==> src/rtl/seg_capture.sv <==
// seg_capture: recovers a 4-digit number by watching the multiplexed anode and
// segment lines of a common 4-digit 7-segment display.
// A digit is accepted once its anode/segment pattern has stayed steady for
// STABLE_CYCLES synchronized cycles. When all four digit slots of a frame are
// filled, the value is published on bcd_num together with a num_valid pulse.
// Ports:
//   clk        clock, all logic on the rising edge
//   rst_n      synchronous active-low reset
//   an[3:0]    active-low anodes; an[i] low selects digit i
//   seg[6:0]   active-low segment lines
//   bcd_num    last complete captured value, digit i in bits [4i+3:4i]
//   num_valid  one-cycle pulse when bcd_num is updated
//   err        one-cycle pulse on a protocol or decode error
module seg_capture #(
    parameter int unsigned STABLE_CYCLES = 256
) (
    input  logic        clk,
    input  logic        rst_n,
    input  logic [3:0]  an,
    input  logic [6:0]  seg,
    output logic [15:0] bcd_num,
    output logic        num_valid,
    output logic        err
);
    localparam int unsigned CNT_W = $clog2(STABLE_CYCLES + 1);

    typedef enum logic [1:0] {
        IDLE  = 2'd0,
        TRACK = 2'd1,
        HELD  = 2'd2
    } state_t;

    logic [3:0]       r_an_s1, r_an_s2, r_an_prev;
    logic [6:0]       r_seg_s1, r_seg_s2, r_seg_prev;
    state_t           r_state, w_state_next;
    logic [CNT_W-1:0] r_cnt, w_cnt_next;
    logic [3:0]       r_mask, w_mask_next;
    logic [15:0]      r_slots;
    logic [15:0]      r_bcd;
    logic             r_valid, r_err;

    logic             w_change, w_one_low, w_multi, w_prev_multi;
    logic             w_accept, w_multi_err, w_code_ok, w_err_evt;
    logic [3:0]       w_nibble;
    logic [1:0]       w_idx;

    // Number of asserted (low) anode lines
    function automatic logic [2:0] low_count(input logic [3:0] a);
        return 3'(~a[0]) + 3'(~a[1]) + 3'(~a[2]) + 3'(~a[3]);
    endfunction

    assign w_change     = (r_an_s2 != r_an_prev) || (r_seg_s2 != r_seg_prev);
    assign w_one_low    = (low_count(r_an_s2) == 3'd1);
    assign w_multi      = (low_count(r_an_s2) >= 3'd2);
    assign w_prev_multi = (low_count(r_an_prev) >= 3'd2);
    // Error only on the cycle a multi-anode pattern is entered
    assign w_multi_err  = w_multi && !w_prev_multi;
    assign w_err_evt    = w_multi_err || (w_accept && !w_code_ok);

    // Position of the single low anode
    always_comb begin
        w_idx = 2'd0;
        case (r_an_s2)
            4'b1110: w_idx = 2'd0;
            4'b1101: w_idx = 2'd1;
            4'b1011: w_idx = 2'd2;
            4'b0111: w_idx = 2'd3;
            default: w_idx = 2'd0;
        endcase
    end

    // Segment pattern to BCD digit
    always_comb begin
        w_nibble  = 4'd0;
        w_code_ok = 1'b1;
        case (r_seg_s2)
            7'h40:   w_nibble = 4'd0;
            7'h79:   w_nibble = 4'd1;
            7'h24:   w_nibble = 4'd2;
            7'h30:   w_nibble = 4'd3;
            7'h19:   w_nibble = 4'd4;
            7'h12:   w_nibble = 4'd5;
            7'h02:   w_nibble = 4'd6;
            7'h78:   w_nibble = 4'd7;
            7'h00:   w_nibble = 4'd8;
            7'h10:   w_nibble = 4'd9;
            default: w_code_ok = 1'b0;
        endcase
    end

    // Next-state logic: stability tracking and accept decision
    always_comb begin
        w_state_next = r_state;
        w_cnt_next   = r_cnt;
        w_accept     = 1'b0;
        if (w_multi) begin
            w_state_next = IDLE;
            w_cnt_next   = '0;
        end else begin
            case (r_state)
                IDLE: begin
                    if (w_one_low) begin
                        w_state_next = TRACK;
                        w_cnt_next   = CNT_W'(1);
                    end
                end
                TRACK: begin
                    if (w_change) begin
                        w_state_next = w_one_low ? TRACK : IDLE;
                        w_cnt_next   = w_one_low ? CNT_W'(1) : '0;
                    end else begin
                        if (r_cnt != CNT_W'(STABLE_CYCLES)) begin
                            w_cnt_next = r_cnt + CNT_W'(1);
                        end
                        if (r_cnt == CNT_W'(STABLE_CYCLES - 1)) begin
                            w_accept     = 1'b1;
                            w_state_next = HELD;
                        end
                    end
                end
                HELD: begin
                    if (w_change) begin
                        w_state_next = w_one_low ? TRACK : IDLE;
                        w_cnt_next   = w_one_low ? CNT_W'(1) : '0;
                    end
                end
                default: begin
                    w_state_next = IDLE;
                    w_cnt_next   = '0;
                end
            endcase
        end
    end

    // Frame mask: completion clears, accept sets, error clear wins
    always_comb begin
        w_mask_next = (r_mask == 4'hF) ? 4'h0 : r_mask;
        if (w_accept && w_code_ok) begin
            w_mask_next[w_idx] = 1'b1;
        end
        if (w_err_evt) begin
            w_mask_next = 4'h0;
        end
    end

    // State register
    always_ff @(posedge clk) begin
        if (!rst_n) begin
            r_state <= IDLE;
            r_cnt   <= '0;
        end else begin
            r_state <= w_state_next;
            r_cnt   <= w_cnt_next;
        end
    end

    // Synchronizers, digit slots and registered outputs
    always_ff @(posedge clk) begin
        if (!rst_n) begin
            r_an_s1    <= 4'hF;
            r_an_s2    <= 4'hF;
            r_an_prev  <= 4'hF;
            r_seg_s1   <= 7'h7F;
            r_seg_s2   <= 7'h7F;
            r_seg_prev <= 7'h7F;
            r_mask     <= 4'h0;
            r_slots    <= 16'h0;
            r_bcd      <= 16'h0;
            r_valid    <= 1'b0;
            r_err      <= 1'b0;
        end else begin
            r_an_s1    <= an;
            r_an_s2    <= r_an_s1;
            r_an_prev  <= r_an_s2;
            r_seg_s1   <= seg;
            r_seg_s2   <= r_seg_s1;
            r_seg_prev <= r_seg_s2;
            r_mask     <= w_mask_next;
            r_valid    <= (r_mask == 4'hF);
            r_err      <= w_err_evt;
            if (r_mask == 4'hF) begin
                r_bcd <= r_slots;
            end
            if (w_accept && w_code_ok) begin
                r_slots[{w_idx, 2'b00} +: 4] <= w_nibble;
            end
        end
    end

    assign bcd_num   = r_bcd;
    assign num_valid = r_valid;
    assign err       = r_err;

endmodule
==> config.mk <==
export PLATFORM = sky130hd
export DESIGN_NAME = seg_capture
export DESIGN_NICKNAME = d
export VERILOG_FILES = /design/src/rtl/seg_capture.sv
export SDC_FILE = /design/constraint.sdc
export NUM_CORES = 1
export LEC_CHECK = 0
export CELL_PAD_IN_SITES_DETAIL_PLACEMENT = 1
export CELL_PAD_IN_SITES_GLOBAL_PLACEMENT = 1
export CORE_UTILIZATION = 46
export CTS_BUF_LIST = sky130_fd_sc_hd__clkbuf_4
export CTS_CLUSTER_SIZE = 30
export DETAILED_ROUTE_END_ITERATION = 6
export PLACE_DENSITY_LB_ADDON = 0.1
export SYNTH_ARGS = -nofsm -noshare
export SYNTH_HDL_FRONTEND = slang
export SYNTH_SLANG_ARGS = --single-unit
==> constraint.sdc <==
create_clock -name clk -period 4.1 [get_ports clk]
set_clock_uncertainty 0.15 [all_clocks]
set_input_delay 0.82 -clock clk [delete_from_list [all_inputs] [get_ports clk]]
set_output_delay 0.82 -clock clk [all_outputs]
set_load 0.005 [all_outputs]
==> metrics, run 1 <==
status=finished clean; final slew viol count=0; Syn-to-layout area delta=13.7%; PD cells=360 mW/mm^2; yosys synthesis warning count=0; maxcap violations=0; CP delay by family, top=simple AND/OR/NAND/NOR gates; setup_tns=0 ns; io pins=31; Post-DP Area=around 0.0040 sq mm; cell with the most instances after synthesis=dfxtp_1; CP Cell Sequence=fa_1 > inv_1 > ha_1 > inv_1 > ha_1 > nor2_1 > and2_1 > nor3_1 > or3_1 > or3_1 > a21oi_1; # fillers=around 900; row count=32; arrival time at the worst endpoint=~3.3 ns; layout cells sized above 1=between 6 and 7%; worst setup margin=about 1 ns; Synth Flop Type=dfxtp_1; critical path class=reg2reg; Core Region=0.00773 sq mm; final hold vios=0; PostCTS Resize Cnt=0; synth top area cells=dfxtp_1 (45%), nand2_1 (7.6%), nand2b_1 (6.1%); Seq cells post-synth=just over 80; Flop pwr share=55.2%; reg2reg path depth=11; Logic pwr share=approximately 8.6%; Max Freq=about 0.33 GHz; cts hold-fix bufs=0; die footprint=between 0.008 and 0.009 sq mm; Netlist cell types=between 40 and 50; Finished Layout Cells=roughly 530; Initial DRT Pass Iterations=5; drt drc=0; hold slack=roughly 0.27 ns; Post-synth ARST share=0%; initial antenna violation count=1; post-synth net total=between 400 and 500; Worst-Margin Slew=slightly above 0.9 ns; switching power=around 380 uW; startpoint types=flip-flop; via-per-instance ratio=5.24; Worst path slowest cell=or3_1; Mean Syn Cell Area=9.15 sq um; sum of buffers and inverters on the critical path=2; Root Buffer=clkbuf_4; register area=~0.0016 sq mm; Peak VDD IR=0.184 mV; crit share post-route=approximately three quarters; Seq/Total Area, Yosys=44.5%; CP Depth=11; hpwl dp=~5500 microns; top post-synthesis cells by count=dfxtp_1 (82), nand2_1 (75), nand2b_1 (36); area leader, netlist=dfxtp_1; post-synth top area share=between 40% and 50%; clock sink count=between 80 and 90; RSZ-0062 raised after global routing=false; hold path depth=1; sw frac=around a quarter; worst min-delay path class=reg2reg; Post-Syn Area=0.00369 sq mm; Skew-Pair Late Insertion Delay=between 0.4 and 0.5 ns; Overall Global Routing Usage=between 20% and 30%; CTS buffer count=9; Cell Count Post-Placement=516; Initial Utilization=between 40 and 50%; fin area=around 0.0042 sq mm; WL/cell=approximately 15 microns; clock power share=between 30% and 40%; Routed Antenna Nets=0; synthesized instance count=~400; Initial DRC Count=roughly 110; die height=just over 90 microns; # H-tree levels=3; grt ovf=0; Crit. End Element=flip-flop; Int Pwr=about 1100 uW; post-layout minimum cycle time=just over 3 ns; number of flops mapped to enable cells by yosys=0; Nets=455; CP max FO=10; first-pass GRT wire length=between 10000 and 15000 microns; post-CTS setup buffers=0; chip width=between 90 and 100 microns; clk buf depth=2; via count=between 2000 and 3000; CTS tree=yes; port buffer count=30; Critical Path RT=~4.3 ns; slew margin rel.=roughly two fifths; Critical Path Max Stage Delay=between 0.5 and 0.6 ns; vias in the first global route=approximately 2900; post-place setup slack=between 1 and 1.5 ns; drt total wl=a little under 8000 microns; largest net degree at the start of global routing=32; area occupied by multi-input gates=0.00190 sq mm; Final Wtd Congestion=between 0.8 and 0.9; Lkg Pwr=around 0.0016 uW; CTS clk-pin slew, worst paths=~0.14 ns; final setup violation count=0
==> sequential cells by signal (all words and copies together), names as in the netlist <==
register    flops
r_slots        16
r_state         2
r_an_prev       4
r_seg_prev      7
r_seg_s1        7
num_valid       1
r_mask          4
r_an_s1         4
bcd_num        16
r_cnt           9
r_seg_s2        7
r_an_s2         4
err             1
==> metrics by stage <==
step	util, %	total power (uW)
after global placement	52.1	976
after detailed placement	52.1	981
after floorplan	-	943
after global routing	54.3	1570
final	54.3	1510
after CTS	54.2	1520
==> worst paths after layout <==
path	startpoint	end	slack [ns]
max	r_an_s2[3]$_SDFF_PN1_	r_cnt[5]$_SDFFE_PP0P_	1.03
min reg2reg	r_seg_s1[2]$_SDFF_PN1_	r_seg_s2[2]$_SDFF_PN1_	0.27
max reg2reg	r_an_s2[3]$_SDFF_PN1_	r_cnt[5]$_SDFFE_PP0P_	1.03
min	r_seg_s1[2]$_SDFF_PN1_	r_seg_s2[2]$_SDFF_PN1_	0.27
==> per-layer routing <==
layer / share of wire, % / routed length [microns] / vias up / global-route usage (%)
met5: 0 / 0 / - / 0
met4: 1.8 / 142 / 0 / 9.13
met3: 2.1 / 165 / 12 / 3.02
met2: 48 / 3700 / 36 / 35.2
met1: 48 / 3730 / 1351 / 24.8
li1: - / - / 1393 / -
==> area by class of cell <==
type	count	area share [%]
multi-input cells	287	45.3
inverters	13	1.16
diodes	1	0.0597
flip-flops and latches	82	39.1
clock inverters	6	2.15
clock buffers	10	1.79
well taps	102	3.04
repair buffers	32	7.40
==> placed cells by master (no fill, tap or decap), drive strengths merged, types with 7 or more instances in the layout <==
master and n:
a21boi 17, a21oi 12, clkbuf 10, clkdlybuf4s50 29, dfxtp 82, ha 15
inv 14, mux2i 17, nand2 75, nand2b 36, nand3 20, nor2 14
o21ai 7, or3 7, xnor2 13
==> kinds of logic after synthesis <==
kind of cell / Yosys count / synth area share [%]
simple gates: 183 / 26.4
flops: 82 / 44.5
compound gates: 53 / 10.1
buf+inv: 34 / 4.04
mux: 18 / 4.92
fa+ha+maj: 18 / 6.45
xor+xnor: 15 / 3.56
==> power groups by stage <==
stage,logic (uW),clock network (uW),registers [uW]
after floorplan,101,0,842
final,130,545,833
after global routing,147,590,836
after global placement,126,0,850
after detailed placement,129,0,851
after CTS,131,560,834
No activity file was read; power rests on OpenSTA's default activity.
==> inputs of run 2 (changes only) <==
==> constraint.sdc (replaced) <==
create_clock -name clk -period 3.1 [get_ports clk]
set_clock_uncertainty 0.15 [all_clocks]
set_input_delay 0.62 -clock clk [delete_from_list [all_inputs] [get_ports clk]]
set_output_delay 0.62 -clock clk [all_outputs]
set_load 0.005 [all_outputs]
==> metrics, run 2 (synthesis results as in run 1) <==
row count=32 (unchanged); die height=91.5 microns (unchanged); RR Startpoint=r_an_s2[0]$_SDFF_PN1_; hpwl dp=5560 microns (+2.0%); most frequent cells in the layout=dfxtp_1 (79), nand2_1 (75), nand2b_1 (36); CP max FO=5 (-5); layout cells sized above 1=8.53% (+1.5 points); io pins=31 (unchanged); Final Wtd Congestion=0.808 (-0.65%); Initial DRC Count=73 (-34%); switching power=508 uW (+33%); WL/cell=14.2 microns (-2.5%); Peak VDD IR=0.283 mV (+54%); sw frac=27.7% (+2.5 points); Int Pwr=1320 uW (+17%); status=finished clean; vias in the first global route=2720 (-4.6%); initial antenna violation count=0 (-1); worst min-delay path class=reg2reg; Initial Utilization=47.7% (unchanged); commonest non-fill, non-tap cell in the layout=dfxtp_1; CTS tree=yes; Overall Global Routing Usage=19.6% (-0.77 points); PD cells=438 mW/mm^2 (+22%); via-per-instance ratio=5.23 (-0.17%); Root Buffer=clkbuf_4; GR Util met1=23.8% (-0.92 points); hold path depth=1 (unchanged); Finished Layout Cells=536 (+0.56%); Skew-Pair Late Insertion Delay=0.42 ns (about the same); Nets=459 (+0.88%); Initial DRT Pass Iterations=4 (-1); die footprint=0.00838 sq mm (unchanged); final setup violation count=0 (unchanged); Crit. End Element=flip-flop; # H-tree levels=3 (unchanged); Cell Count Post-Placement=518 (+0.39%); CTS clk-pin slew, worst paths=0.14 ns (about the same); final slew viol count=0 (unchanged); slew margin rel.=44.6% (+5.9 points); Critical Path RT=3.28 ns (-1.04 ns); Worst-Margin Slew=0.823 ns (-0.0932 ns); grt met2 use=33.4% (-1.8 points); reg2reg path depth=12 (+1); fin area=0.00418 sq mm (-0.36%); largest net degree at the start of global routing=43 (+34%); startpoint types=flip-flop; clk buf depth=2 (unchanged); Post-DP Area=0.00404 sq mm (+0.37%); clock power share=29.7% (-6.4 points); drt total wl=7590 microns (-2.0%); Lkg Pwr=0.00159 uW (-0.69%); Syn-to-layout area delta=13.3%; arrival time at the worst endpoint=3.13 ns (-0.16 ns); crit share post-route=95.1% (+20 points); final hold vios=0 (unchanged); Routed Antenna Nets=0 (unchanged); diodes inserted=0 (-1); CTS buffer count=9 (unchanged); Max Freq=0.339 GHz (+4.1%); first-pass GRT wire length=12900 microns (-4.2%); r2r setup slk=0.15 ns (-0.88 ns); post-layout minimum cycle time=2.95 ns (-0.121 ns); reg2reg end=r_cnt[6]$_SDFFE_PP0P_; maxcap violations=0 (unchanged); hold slack=0.270 ns (-0.00121 ns); Logic pwr share=10.0% (+1.4 points); chip width=91.5 microns (unchanged); Hold Path Sink=r_seg_s2[4]$_SDFF_PN1_; critical path class=reg2reg; drt drc=0 (unchanged); Hold Path Origin=r_seg_s1[4]$_SDFF_PN1_; clock sink count=82 (unchanged); grt ovf=0 (unchanged); Core Region=0.00773 sq mm (unchanged); Flop pwr share=60.2% (+5.0 points); via count=2803 (+0.39%); Global Route met3 Usage=5.03% (+2.0 points); port buffer count=30 (unchanged); gr busiest metal=met2
==> run 2: per-stage QoR <==
step | setup TNS (ns) | setup WS [ns] | utilization [%] | total power, uW
final | 0 | 0.152 | 54.1 | 1830
after global routing | -0.0234 | -0.0147 | 54.1 | 1930
after CTS | 0 | 0.0409 | 53.8 | 1840
after detailed placement | 0 | 0.0546 | 52.3 | 1300
after global placement | 0 | 0.152 | 52.3 | 1290
after floorplan | 0 | 0.218 | - | 1250
==> run 2: repair_timing <==
action                                  in CTS  in global routing
hold buffers                                 0                  0
gates resized for setup                      0                  4
endpoints found under the setup margin       0                  4
setup buffers                                0                  1
==> run 2: per-layer routing <==
metal	share of wire, %	up-vias
met1	47	1349
li1	-	1411
met2	49	38
met3	2.4	5
met5	0	-
met4	0.94	0
==> run 2: worst max-delay path by stage <==
stage / from / endpoint / slack (ns) / depth (start not counted)
finish: r_an_s2[0]$_SDFF_PN1_ / r_cnt[6]$_SDFFE_PP0P_ / 0.15 / 12
global route: r_an_s2[0]$_SDFF_PN1_ / r_cnt[6]$_SDFFE_PP0P_ / -0.01 / 12
CTS: r_an_s2[3]$_SDFF_PN1_ / r_cnt[5]$_SDFFE_PP0P_ / 0.04 / 11
detailed placement: r_an_s2[3]$_SDFF_PN1_ / r_cnt[3]$_SDFFE_PP0P_ / 0.05 / 11
global placement: r_an_s2[0]$_SDFF_PN1_ / r_cnt[6]$_SDFFE_PP0P_ / 0.15 / 11
floorplan: r_an_s2[0]$_SDFF_PN1_ / r_cnt[5]$_SDFFE_PP0P_ / 0.22 / 12
==> run 2: area by class of cell <==
type	instances	area (sq um)
fillers	913	3550
multi-input cells	288	1910
flip-flops and latches	82	1650
repair buffers	35	333
well taps	102	128
clock buffers	9	67.6
inverters	13	48.8
clock inverters	7	46.3
==> run 2: power groups by stage <==
stage / Sequential [uW] / Combinational [uW] / Clock [uW]
after floorplan: 1110 / 134 / 0
after global placement: 1120 / 167 / 0
after detailed placement: 1130 / 173 / 0
after CTS: 1100 / 174 / 566
after global routing: 1110 / 204 / 614
final: 1100 / 183 / 544
==> run 2: worst max-delay path, cell delays in order, from the launching register on <==
cell and delay, ns:
dfxtp_2 0.38, fa_1 0.54, inv_1 0.04, ha_1 0.19
inv_1 0.06, ha_1 0.21, nor2_1 0.13, and2_1 0.16
nor3_1 0.08, or3_2 0.53, buf_4 0.16, o21ai_0 0.15
a21oi_1 0.08
